<file path="src/rtl/motion_pkg.sv">
// Shared encodings for the drive arbiter: owner codes, direction FSM states,
// idle servo degree and the slew helper used by the speed ramp.
package motion_pkg;

  localparam logic [1:0] OWN_IDLE   = 2'd0;
  localparam logic [1:0] OWN_AUTO   = 2'd1;
  localparam logic [1:0] OWN_REMOTE = 2'd2;

  localparam int DEG_CENTER_DEFAULT = 95;

  typedef enum logic [1:0] {
    ST_DRIVE = 2'd0,
    ST_BRAKE = 2'd1,
    ST_DWELL = 2'd2
  } motion_state_e;

  // Move cur toward tgt by at most step; difference taken at 9 bits, result kept in 0..255.
  function automatic logic [7:0] ramp_toward(input logic [7:0] cur, input logic [7:0] tgt,
                                             input int step);
    logic [8:0] diff;
    logic [9:0] sum;
    logic [7:0] res;
    diff = 9'd0;
    sum  = 10'd0;
    res  = cur;
    if (tgt >= cur) begin
      diff = {1'b0, tgt} - {1'b0, cur};
      if (diff <= 9'(step)) begin
        res = tgt;
      end else begin
        sum = {2'b00, cur} + 10'(step);
        res = (sum > 10'd255) ? 8'hFF : sum[7:0];
      end
    end else begin
      diff = {1'b0, cur} - {1'b0, tgt};
      if (diff <= 9'(step)) begin
        res = tgt;
      end else begin
        res = cur - 8'(step);
      end
    end
    return res;
  endfunction

endpackage

</file>
<file path="src/rtl/motion_tick_gen.sv">
// Free-running divider: one-cycle tick every DIV clocks, first tick DIV clocks
// after reset release.
module motion_tick_gen #(
  parameter int DIV = 50_000
) (
  input  logic clk_50M,
  input  logic rst_n,
  output logic tick
);

  localparam int CW = (DIV > 1) ? $clog2(DIV) : 1;

  logic [CW-1:0] cnt;

  always_ff @(posedge clk_50M or negedge rst_n) begin
    if (!rst_n) begin
      cnt  <= '0;
      tick <= 1'b0;
    end else begin
      tick <= (cnt == CW'(DIV - 1));
      cnt  <= (cnt == CW'(DIV - 1)) ? '0 : cnt + 1'b1;
    end
  end

endmodule

</file>
<file path="src/rtl/motion_arbiter.sv">
// Drive arbiter: remote > auto > idle ownership, slew-limited speed, brake/dwell
// direction reversal and ultrasonic interlock. MOTION_ARB_WATCHDOG_EN enables the remote watchdog.
module motion_arbiter
  import motion_pkg::*;
#(
  parameter int CLK_HZ            = 50_000_000,
  parameter int STEP_HZ           = 1000,
  parameter int RAMP_STEP         = 1,
  parameter int REMOTE_TIMEOUT_MS = 500,
  parameter int REVERSE_DWELL_MS  = 200,
  parameter int MIN_DIST          = 10,
  parameter int DEG_MIN           = 30,
  parameter int DEG_CENTER        = DEG_CENTER_DEFAULT,
  parameter int DEG_MAX           = 150
) (
  input  logic          clk_50M,
  input  logic          rst_n,
  input  logic          rem_valid,
  input  logic          rem_release,
  input  logic [7:0]    rem_speed,
  input  logic [8:0]    rem_degree,
  input  logic          rem_dir,
  input  logic          auto_en,
  input  logic [7:0]    auto_speed,
  input  logic [8:0]    auto_degree,
  input  logic          auto_dir,
  input  logic [7:0]    forwardDistance,
  input  logic [7:0]    backDistance,
  output logic [7:0]    speed,
  output logic [8:0]    degree,
  output logic          direction,
  output logic [1:0]    owner,
  output logic          interlock,
  output logic          reversing,
  output motion_state_e dbg_state
);

  localparam int TICK_DIV    = CLK_HZ / STEP_HZ;
  localparam int WD_TICKS    = REMOTE_TIMEOUT_MS * STEP_HZ / 1000;
  localparam int DWELL_TICKS = REVERSE_DWELL_MS * STEP_HZ / 1000;

  logic tick;

  motion_tick_gen #(.DIV(TICK_DIV)) u_tick (
    .clk_50M (clk_50M),
    .rst_n   (rst_n),
    .tick    (tick)
  );

  logic       rem_own, rem_own_nx, wd_expire;
  logic [7:0] rem_spd_q;
  logic [8:0] rem_deg_q;
  logic       rem_dir_q;

  // A new command always wins over a watchdog expiry in the same cycle.
  always_comb begin
    rem_own_nx = rem_own;
    if (rem_valid)      rem_own_nx = !rem_release;
    else if (wd_expire) rem_own_nx = 1'b0;
  end

  always_ff @(posedge clk_50M or negedge rst_n) begin
    if (!rst_n) begin
      rem_own   <= 1'b0;
      owner     <= OWN_IDLE;
      rem_spd_q <= 8'd0;
      rem_deg_q <= 9'(DEG_CENTER);
      rem_dir_q <= 1'b1;
    end else begin
      rem_own <= rem_own_nx;
      owner   <= rem_own_nx ? OWN_REMOTE : (auto_en ? OWN_AUTO : OWN_IDLE);
      if (rem_valid) begin
        rem_spd_q <= rem_speed;
        rem_deg_q <= rem_degree;
        rem_dir_q <= rem_dir;
      end
    end
  end

`ifdef MOTION_ARB_WATCHDOG_EN
  logic [15:0] wd_cnt;

  always_ff @(posedge clk_50M or negedge rst_n) begin
    if (!rst_n)                         wd_cnt <= 16'd0;
    else if (rem_valid && !rem_release) wd_cnt <= 16'(WD_TICKS);
    else if (tick && wd_cnt != 16'd0)   wd_cnt <= wd_cnt - 16'd1;
  end

  assign wd_expire = rem_own && (wd_cnt == 16'd0);
`else
  logic wd_unused;
  assign wd_unused = (WD_TICKS == 0);
  assign wd_expire = 1'b0;
`endif

  logic [7:0] tgt_speed;
  logic [8:0] tgt_deg, tgt_deg_cl;
  logic       tgt_dir;

  always_comb begin
    tgt_speed = 8'd0;
    tgt_deg   = 9'(DEG_CENTER);
    tgt_dir   = direction;
    case (owner)
      OWN_REMOTE: begin tgt_speed = rem_spd_q;  tgt_deg = rem_deg_q;   tgt_dir = rem_dir_q; end
      OWN_AUTO:   begin tgt_speed = auto_speed; tgt_deg = auto_degree; tgt_dir = auto_dir;  end
      default:    ;
    endcase
    if (tgt_deg < 9'(DEG_MIN))      tgt_deg_cl = 9'(DEG_MIN);
    else if (tgt_deg > 9'(DEG_MAX)) tgt_deg_cl = 9'(DEG_MAX);
    else                            tgt_deg_cl = tgt_deg;
  end

  logic interlock_c;
  assign interlock_c = direction ? (forwardDistance <= 8'(MIN_DIST))
                                 : (backDistance <= 8'(MIN_DIST));

  motion_state_e state, state_nx;
  logic [15:0]   dwell_cnt;
  logic          dwell_done;

  assign dwell_done = (dwell_cnt == 16'd0);

  always_ff @(posedge clk_50M or negedge rst_n) begin
    if (!rst_n) state <= ST_DRIVE;
    else        state <= state_nx;
  end

  always_comb begin
    state_nx = state;
    case (state)
      ST_DRIVE: if (tgt_dir != direction) state_nx = (speed != 8'd0) ? ST_BRAKE : ST_DWELL;
      ST_BRAKE: begin
        if (tgt_dir == direction) state_nx = ST_DRIVE;
        else if (speed == 8'd0)   state_nx = ST_DWELL;
      end
      ST_DWELL: if (tgt_dir == direction || dwell_done) state_nx = ST_DRIVE;
      default:  state_nx = ST_DRIVE;
    endcase
  end

  always_comb begin
    reversing = (state == ST_BRAKE) || (state == ST_DWELL);
    dbg_state = state;
  end

  // Interlock zeroes speed in any state; the dwell counter keeps running underneath it.
  always_ff @(posedge clk_50M or negedge rst_n) begin
    if (!rst_n) begin
      speed     <= 8'd0;
      degree    <= 9'(DEG_CENTER);
      direction <= 1'b1;
      interlock <= 1'b0;
      dwell_cnt <= 16'd0;
    end else begin
      degree    <= tgt_deg_cl;
      interlock <= interlock_c;
      if (state != ST_DWELL && state_nx == ST_DWELL)
        dwell_cnt <= 16'(DWELL_TICKS);
      else if (state == ST_DWELL && tick && !dwell_done)
        dwell_cnt <= dwell_cnt - 16'd1;
      if (state == ST_DWELL && state_nx == ST_DRIVE && tgt_dir != direction)
        direction <= ~direction;
      if (interlock_c) begin
        speed <= 8'd0;
      end else begin
        case (state)
          ST_DRIVE: if (tick) speed <= ramp_toward(speed, tgt_speed, RAMP_STEP);
          ST_BRAKE: if (tick) speed <= ramp_toward(speed, 8'd0, RAMP_STEP);
          default:  speed <= 8'd0;
        endcase
      end
    end
  end

endmodule

</file>
<file path="config.mk">
export PLATFORM = sky130hd
export DESIGN_NAME = motion_arbiter
export DESIGN_NICKNAME = d
export VERILOG_FILES = /design/src/rtl/motion_pkg.sv /design/src/rtl/motion_tick_gen.sv /design/src/rtl/motion_arbiter.sv
export SDC_FILE = /design/constraint.sdc
export NUM_CORES = 1
export LEC_CHECK = 0
export CELL_PAD_IN_SITES_DETAIL_PLACEMENT = 1
export CELL_PAD_IN_SITES_GLOBAL_PLACEMENT = 2
export CORE_MARGIN = 1
export CORE_UTILIZATION = 30
export DETAILED_ROUTE_END_ITERATION = 12
export PLACE_DENSITY_LB_ADDON = 0.1
export SETUP_SLACK_MARGIN = 0.5
export SYNTH_ARGS = -nofsm -noshare
export SYNTH_HDL_FRONTEND = slang
export SYNTH_HIERARCHICAL = 1
export SYNTH_SLANG_ARGS = --single-unit
export TNS_END_PERCENT = 10
</file>
<file path="constraint.sdc">
create_clock -name clk_50M -period 4.11 [get_ports clk_50M]
set_clock_uncertainty 0.15 [all_clocks]
set_input_delay 0.6165 -clock clk_50M [delete_from_list [all_inputs] [get_ports clk_50M]]
set_output_delay 0.6165 -clock clk_50M [all_outputs]
set_load 0.01 [all_outputs]
</file>
* Yosys cells after proc, flatten, opt, wreduce, memory -nomap -nowiden
Index checks and enable logic that the tools add are counted.
** Word-level totals
- Output and inout port bits :: 24
- Word-level logic and storage cells :: 88
- Flip-flop bits (word level) :: 75
** Operators by class
- Eq/ne operators :: 11
- Multiplexer cells :: 29
- Magnitude comparators :: 11
- Bitwise logic cells :: 1
- Add/subtract/negate cells :: 7
- Reduce and logical (&&, ||, !) cells :: 16
** Operator list (count)
- 8-bit two-way mux :: 10
- 16-bit two-way mux :: 3
- 8-bit case mux with 2 select lines :: 2
- 9-bit by 1-bit <= comparator with 1-bit output (second input constant) :: 3
- 9-bit by 8-bit greater-than comparator with 1-bit output (second input constant) :: 2
- 9-bit two-way mux :: 2
- 9-bit case mux with 2 select lines :: 1
- 8-bit by 8-bit subtractor with 9-bit output :: 2
- 16-bit by 1-bit adder with 16-bit output (second input constant) :: 1
- 16-bit == test (second input constant) :: 1
- 8-bit by 4-bit <= comparator with 1-bit output (second input constant) :: 2
- 16-bit zero test :: 1
- 16-bit by 1-bit subtractor with 16-bit output (second input constant) :: 1
- 2-bit two-way mux :: 6
- 8-bit by 1-bit adder with 9-bit output (second input constant) :: 1
- 9-bit by 5-bit less-than comparator with 1-bit output (second input constant) :: 1
- 1-bit by 8-bit subtractor with 9-bit output (first input constant) :: 1
- 1-bit by 8-bit greater-or-equal comparator with 1-bit output (first input constant) :: 1
- 8-bit greater-or-equal comparator :: 1
- 8-bit by 1-bit <= comparator with 1-bit output (second input constant) :: 1
- 8-bit zero test :: 1
- 8-bit nonzero test :: 1
- 8-bit by 1-bit subtractor with 8-bit output (second input constant) :: 1
- 2-bit == test (second input constant) :: 3
- other kinds (15) :: 26

* Logic depth before layout (Yosys ltp)
- Word-level depth :: 9
- Depth in mapped cells :: 16
- Depth with buffers taken out :: 15

* By module
The synthesis kept the hierarchy.
** By module, submodules not included
- motion_arbiter :: times used 1, cells an instance 508, area each 4460.5 µm², sequential area each 1443.9 µm²
- motion_tick_gen :: times used 1, cells an instance 68, area each 787.0 µm², sequential area each 425.4 µm²

* Least setup slack after synthesis
No wires, ideal clock.
- Path kind :: reg2reg
- Start point :: register owner[0]
- End point :: register speed[7]
- Path slack :: 106 ps
- Library setup time :: 132 ps
- Data required time :: 3828 ps
- Cell stages (with the launch flop) :: 16
- Arrival :: 3722 ps
- Period minus slack after synthesis :: 4004 ps
- Path through :: dfrtp_1 -> inv_1 -> ha_1 -> clkbuf_1 -> clkbuf_1 -> nor2_1 -> ha_1 -> buf_2 -> nand2_1 -> o21ai_0 -> mux2_2 -> nor4_1 -> nand4_2 -> a221oi_1 -> a2bb2oi_1 -> o22ai_1
** Between the ends
- Word-level cells in the longest chain between the ends :: 9
- Elaborated cells on any way between the ends :: 14
** Ends and longest elaborated chain
- start, declared :: line motion_arbiter.sv:32 : output logic [1:0] owner,
- start signal, assigned :: line motion_arbiter.sv:71 : owner <= rem_own_nx ? OWN_REMOTE : (auto_en ? OWN_AUTO : OWN_IDLE);
- 2-bit by 1-bit == test with 1-bit output / 2-bit == test (equally long branches) :: line motion_arbiter.sv:104 : case (owner)
- 8-bit case mux with 2 select lines * :: line motion_arbiter.sv:104
- 8-bit by 8-bit subtractor with 9-bit output (on tied branches) :: line motion_pkg.sv:35, motion_pkg.sv:27
- 9-bit by 1-bit <= comparator with 1-bit output (on tied branches) :: line motion_pkg.sv:36, motion_pkg.sv:28
- 8-bit two-way mux (on tied branches) :: line motion_pkg.sv:36, motion_pkg.sv:28
- 8-bit two-way mux * :: line motion_pkg.sv:26 : if (tgt >= cur) begin
- 8-bit two-way mux * :: line motion_arbiter.sv:168 : ST_DRIVE: if (tick) speed <= ramp_toward(speed, tgt_speed, RAMP_STEP);
- 8-bit case mux with 2 select lines * :: line motion_arbiter.sv:167 : case (state)
- 8-bit two-way mux * :: line motion_arbiter.sv:164 : if (interlock_c) begin
- end signal, assigned :: line motion_arbiter.sv:168
- end signal, assigned :: line motion_arbiter.sv:169 : ST_BRAKE: if (tick) speed <= ramp_toward(speed, 8'd0, RAMP_STEP);
- end, declared :: line motion_arbiter.sv:29 : output logic [7:0] speed,
Every way passes the cells marked *; elsewhere a longest branch is shown, timed or not. The select of a mux whose other input is x is not followed.
A chain may end at the register's enable or synchronous reset.

* Final worst setup path
- Start point :: register owner[1]
- End point :: register speed[4]
Same word-level chain as after synthesis.

==> metrics.md <==
| Metric | Value |
|---|---|
| Post-route ant nets | `0` |
| Vias/cell | `5.340` |
| Worst r2r src | `owner[1]` |
| Fin util | `0.4252` |
| Final hold violation count | `0` |
| Inserted Clock Buffers | `9` |
| Clk root buf | `clkbuf_16` |
| Port Buffers | `80` |
| DR DRC count | `0` |
| Largest net degree at the start of global routing | `51` |
| Die Y | `134.3 um` |
| Cell Pwr Density | `519.7 nW/um^2` |
| Nature of the critical path startpoint | `register` |
| # diodes | `0` |
| Slew headroom | `0.3569` |
| Number of synthesized flops with an enable pin | `0` |
| Fillers | `1939` |
| Outcome | `finished clean` |
| Initial DRC count | `210` |
| Critical path capture point type | `register` |
| MaxCap Viol Count | `0` |
| All-Layer GR Usage | `0.2014` |
| Synthesis warning total | `6` |
| Final wirelength | `17450 um` |
| Final Wtd Congestion | `0.8534` |
| H-tree Lvls | `3` |
| Cell Area, Synth | `5248 um^2` |
| Clk slew on worst S/H paths | `0.07 ns` |
| Share of flip-flops with an asynchronous set or reset | `1.000` |
| Leakage Power | `2.925 nW` |
| Worst slew pin tran | `0.9558 ns` |
| I/O pins | `81` |
| Max Fclk | `0.2777 GHz` |
| Die X | `134.3 um` |
| Final setup violation count | `0` |
| CTS tree | `built` |
| Avg WL per Cell | `19.03 um` |
| # hold bufs at CTS | `0` |
| Ratio of cells with drive above 1 in the final layout | `0.2339` |
| Placed insts | `889` |
| Area Overhead vs Synth | `36.29%` |
| Tmin final | `3.601 ns` |
| CTS max path bufs | `2` |
| Gr ovfl total | `0` |
| First drt pass iteration count | `5` |
| Starting Density | `0.3120` |
| Initial antenna violation count | `0` |
| DP HPWL | `13240 um` |
| Cell variety after synth | `82` |
| Final #Nets | `781` |
| Slew Viols, Final | `0` |
| Reg2Reg Setup Slack | `0.51 ns` |
| DP Worst Slack | `-0.001599 ns` |
| Seq/Total Area, Yosys | `0.3562` |
| DR vias | `4897` |
| DIE AREA | `18020 um^2` |
| Core area | `16820 um^2` |
| Main synth FF type | `dfrtp_1` |
| Non-Filler Instances | `917` |
| Worst skew pair latency | `0.35 ns` |
| Clk sink count | `74` |
| Final Cycle Share | `0.8762` |
| WP data required | `4.19 ns` |
| FF-to-FF End | `speed[4]` |
| Post-Syn Area per Cell | `9.110 um^2` |
| Synth Register Bits | `74` |
| Net count after synthesis | `665` |
| Hold Crit Class | `input port to async pin` |
| Final worst slack | `0.5090 ns` |
| First-pass GRT wire length | `27920 um` |
| Row Count | `47` |
| Cells after synthesis | `576` |
| Worst vdd ir | `351.5 uV` |
| Crit path DAT | `3.68 ns` |
| Crit Path Class | `register to register` |
| FF-to-FF path depth | `16` |
| CP max FO | `6` |
| Number of global-route vias before repair | `5235` |
| Setup repair after global routing missed its margin | `true` |
-- cells in the final DEF, fill, tap and decap left out, types with 6 or more instances in the layout --
master / synthesis / final
inv_1: 39 / 37
buf_4: 2 / 50
and3_1: 9 / 9
nor2_1: 50 / 45
xor2_1: 14 / 14
dfstp_2: 14 / 14
or3_1: 6 / 6
clkdlybuf4s50_1: 0 / 79
clkbuf_16: 0 / 9
ha_1: 30 / 21
nand2_1: 34 / 32
nand3_1: 18 / 18
a21oi_1: 33 / 30
dfrtp_1: 60 / 60
o21ai_0: 22 / 20
a31oi_1: 8 / 8
nor3_1: 11 / 9
nor4_1: 13 / 11
xnor2_1: 24 / 23
mux2_2: 19 / 19
a22oi_1: 10 / 7
nor2b_1: 7 / 7
nand4_1: 10 / 10
-- worst max-delay path, stage by stage, from the launching register on --
cell	delay (ns)
dfrtp_1	0.43
inv_1	0.11
ha_4	0.20
buf_4	0.17
a22oi_1	0.08
nor2_2	0.20
inv_1	0.07
ha_1	0.23
a211o_1	0.31
buf_4	0.15
nor4b_2	0.23
nor3b_1	0.07
o311ai_1	0.13
nand4_4	0.28
a2bb2oi_4	0.27
o32ai_1	0.30
nor3_1	0.08
-- state kept, by name (all words and copies together), names as in the netlist, 2 cells and up --
register,count
dbg_state,2
degree,9
dwell_cnt,16
owner,2
rem_deg_q,9
rem_spd_q,8
speed,8
u_tick/cnt,16
-- worst max path at each step --
stage	cells past startpoint	slack (ns)	to	from
floorplan	15	0.46	speed[1]	owner[0]
global placement	12	0.05	speed[2]	auto_speed[3]
detailed placement	14	-0.002	speed[7]	auto_speed[0]
CTS	16	0.49	speed[7]	owner[0]
global route	15	0.32	speed[7]	owner[1]
finish	16	0.51	speed[4]	owner[1]
-- report_power, final --
group          internal, W  switching [W]  leakage [nW]
combinational     0.000876        0.00111          1.89
clock             0.000428       0.000336         0.132
sequential        0.000859       0.000105         0.906
-- Yosys cell counts, types with 7 or more instances --
| master | count | area (um^2) |
|---|---|---|
| inv_1 | 39 | 146.4 |
| nor2_1 | 50 | 187.7 |
| mux2_2 | 19 | 214.0 |
| a22oi_1 | 10 | 75.07 |
| nor3_1 | 11 | 55.05 |
| clkbuf_1 | 19 | 71.32 |
| nand2_1 | 34 | 127.6 |
| and3_1 | 9 | 56.30 |
| nand4_1 | 10 | 62.56 |
| ha_1 | 30 | 375.4 |
| nor2b_1 | 7 | 43.79 |
| nand3_1 | 18 | 90.09 |
| a31oi_1 | 8 | 50.05 |
| a21oi_1 | 33 | 165.2 |
| o21ai_0 | 22 | 110.1 |
| dfstp_2 | 14 | 367.9 |
| xor2_1 | 14 | 122.6 |
| xnor2_1 | 24 | 210.2 |
| nor4_1 | 13 | 81.33 |
| dfrtp_1 | 60 | 1501 |
-- cells by family (layout without fill, tap and decap cells) --
family                     count (synthesis)  in the layout  share of synthesized area
other                                      1              1                  0.0007146
muxes                                     22             22                    0.04650
adders and majority gates                 32             32                    0.07916
buffers and inverters                     67            188                    0.05222
DFF                                       74             74                     0.3562
AOI/OAI and AO/OA                        147            147                     0.2041
and+or+nand+nor                          195            195                     0.1977
xor gates and xnor gates                  38             38                    0.06342
-- layer usage --
metal  GRT usage  vias up  part of all wire
li1            -     2347                 -
met2      0.3428       94              0.50
met3     0.03855       17             0.044
met1      0.2602     2439              0.44
met5           0        -                 0
met4     0.05306        0             0.013
-- layout make-up --
cell class                 count  area (um^2)  share of cell area
inverter                      39        146.4             0.02047
sequential                    74         1869              0.2614
clock buffer                  11        242.7             0.03394
multi-input combinational    435         3369              0.4711
tap                          220        275.3             0.03849
timing repair buffer         133         1211              0.1693
clock inverter                 5        37.54            0.005248
-- repair_timing --
action	CTS	global route
hold endpoints to repair	0	0
resized for setup	31	25
setup buffers	9	3
pin swaps	12	12
endpoints found under the setup margin	8	8
-- per-stage QoR --
stage / total power [W] / area [um^2] / setup TNS, ns / hold slack, ns
floorplan: 0.002085 / 5273 / 0 / 0.1709
global placement: 0.002754 / 6516 / 0 / 0.3261
detailed placement: 0.002770 / 6516 / -0.001599 / 0.3425
CTS: 0.003656 / 7002 / 0 / 0.1843
global route: 0.003988 / 7152 / 0 / 0.2200
finish: 0.003717 / 7152 / 0 / 0.1673
Power figures use the tool's default switching activity.
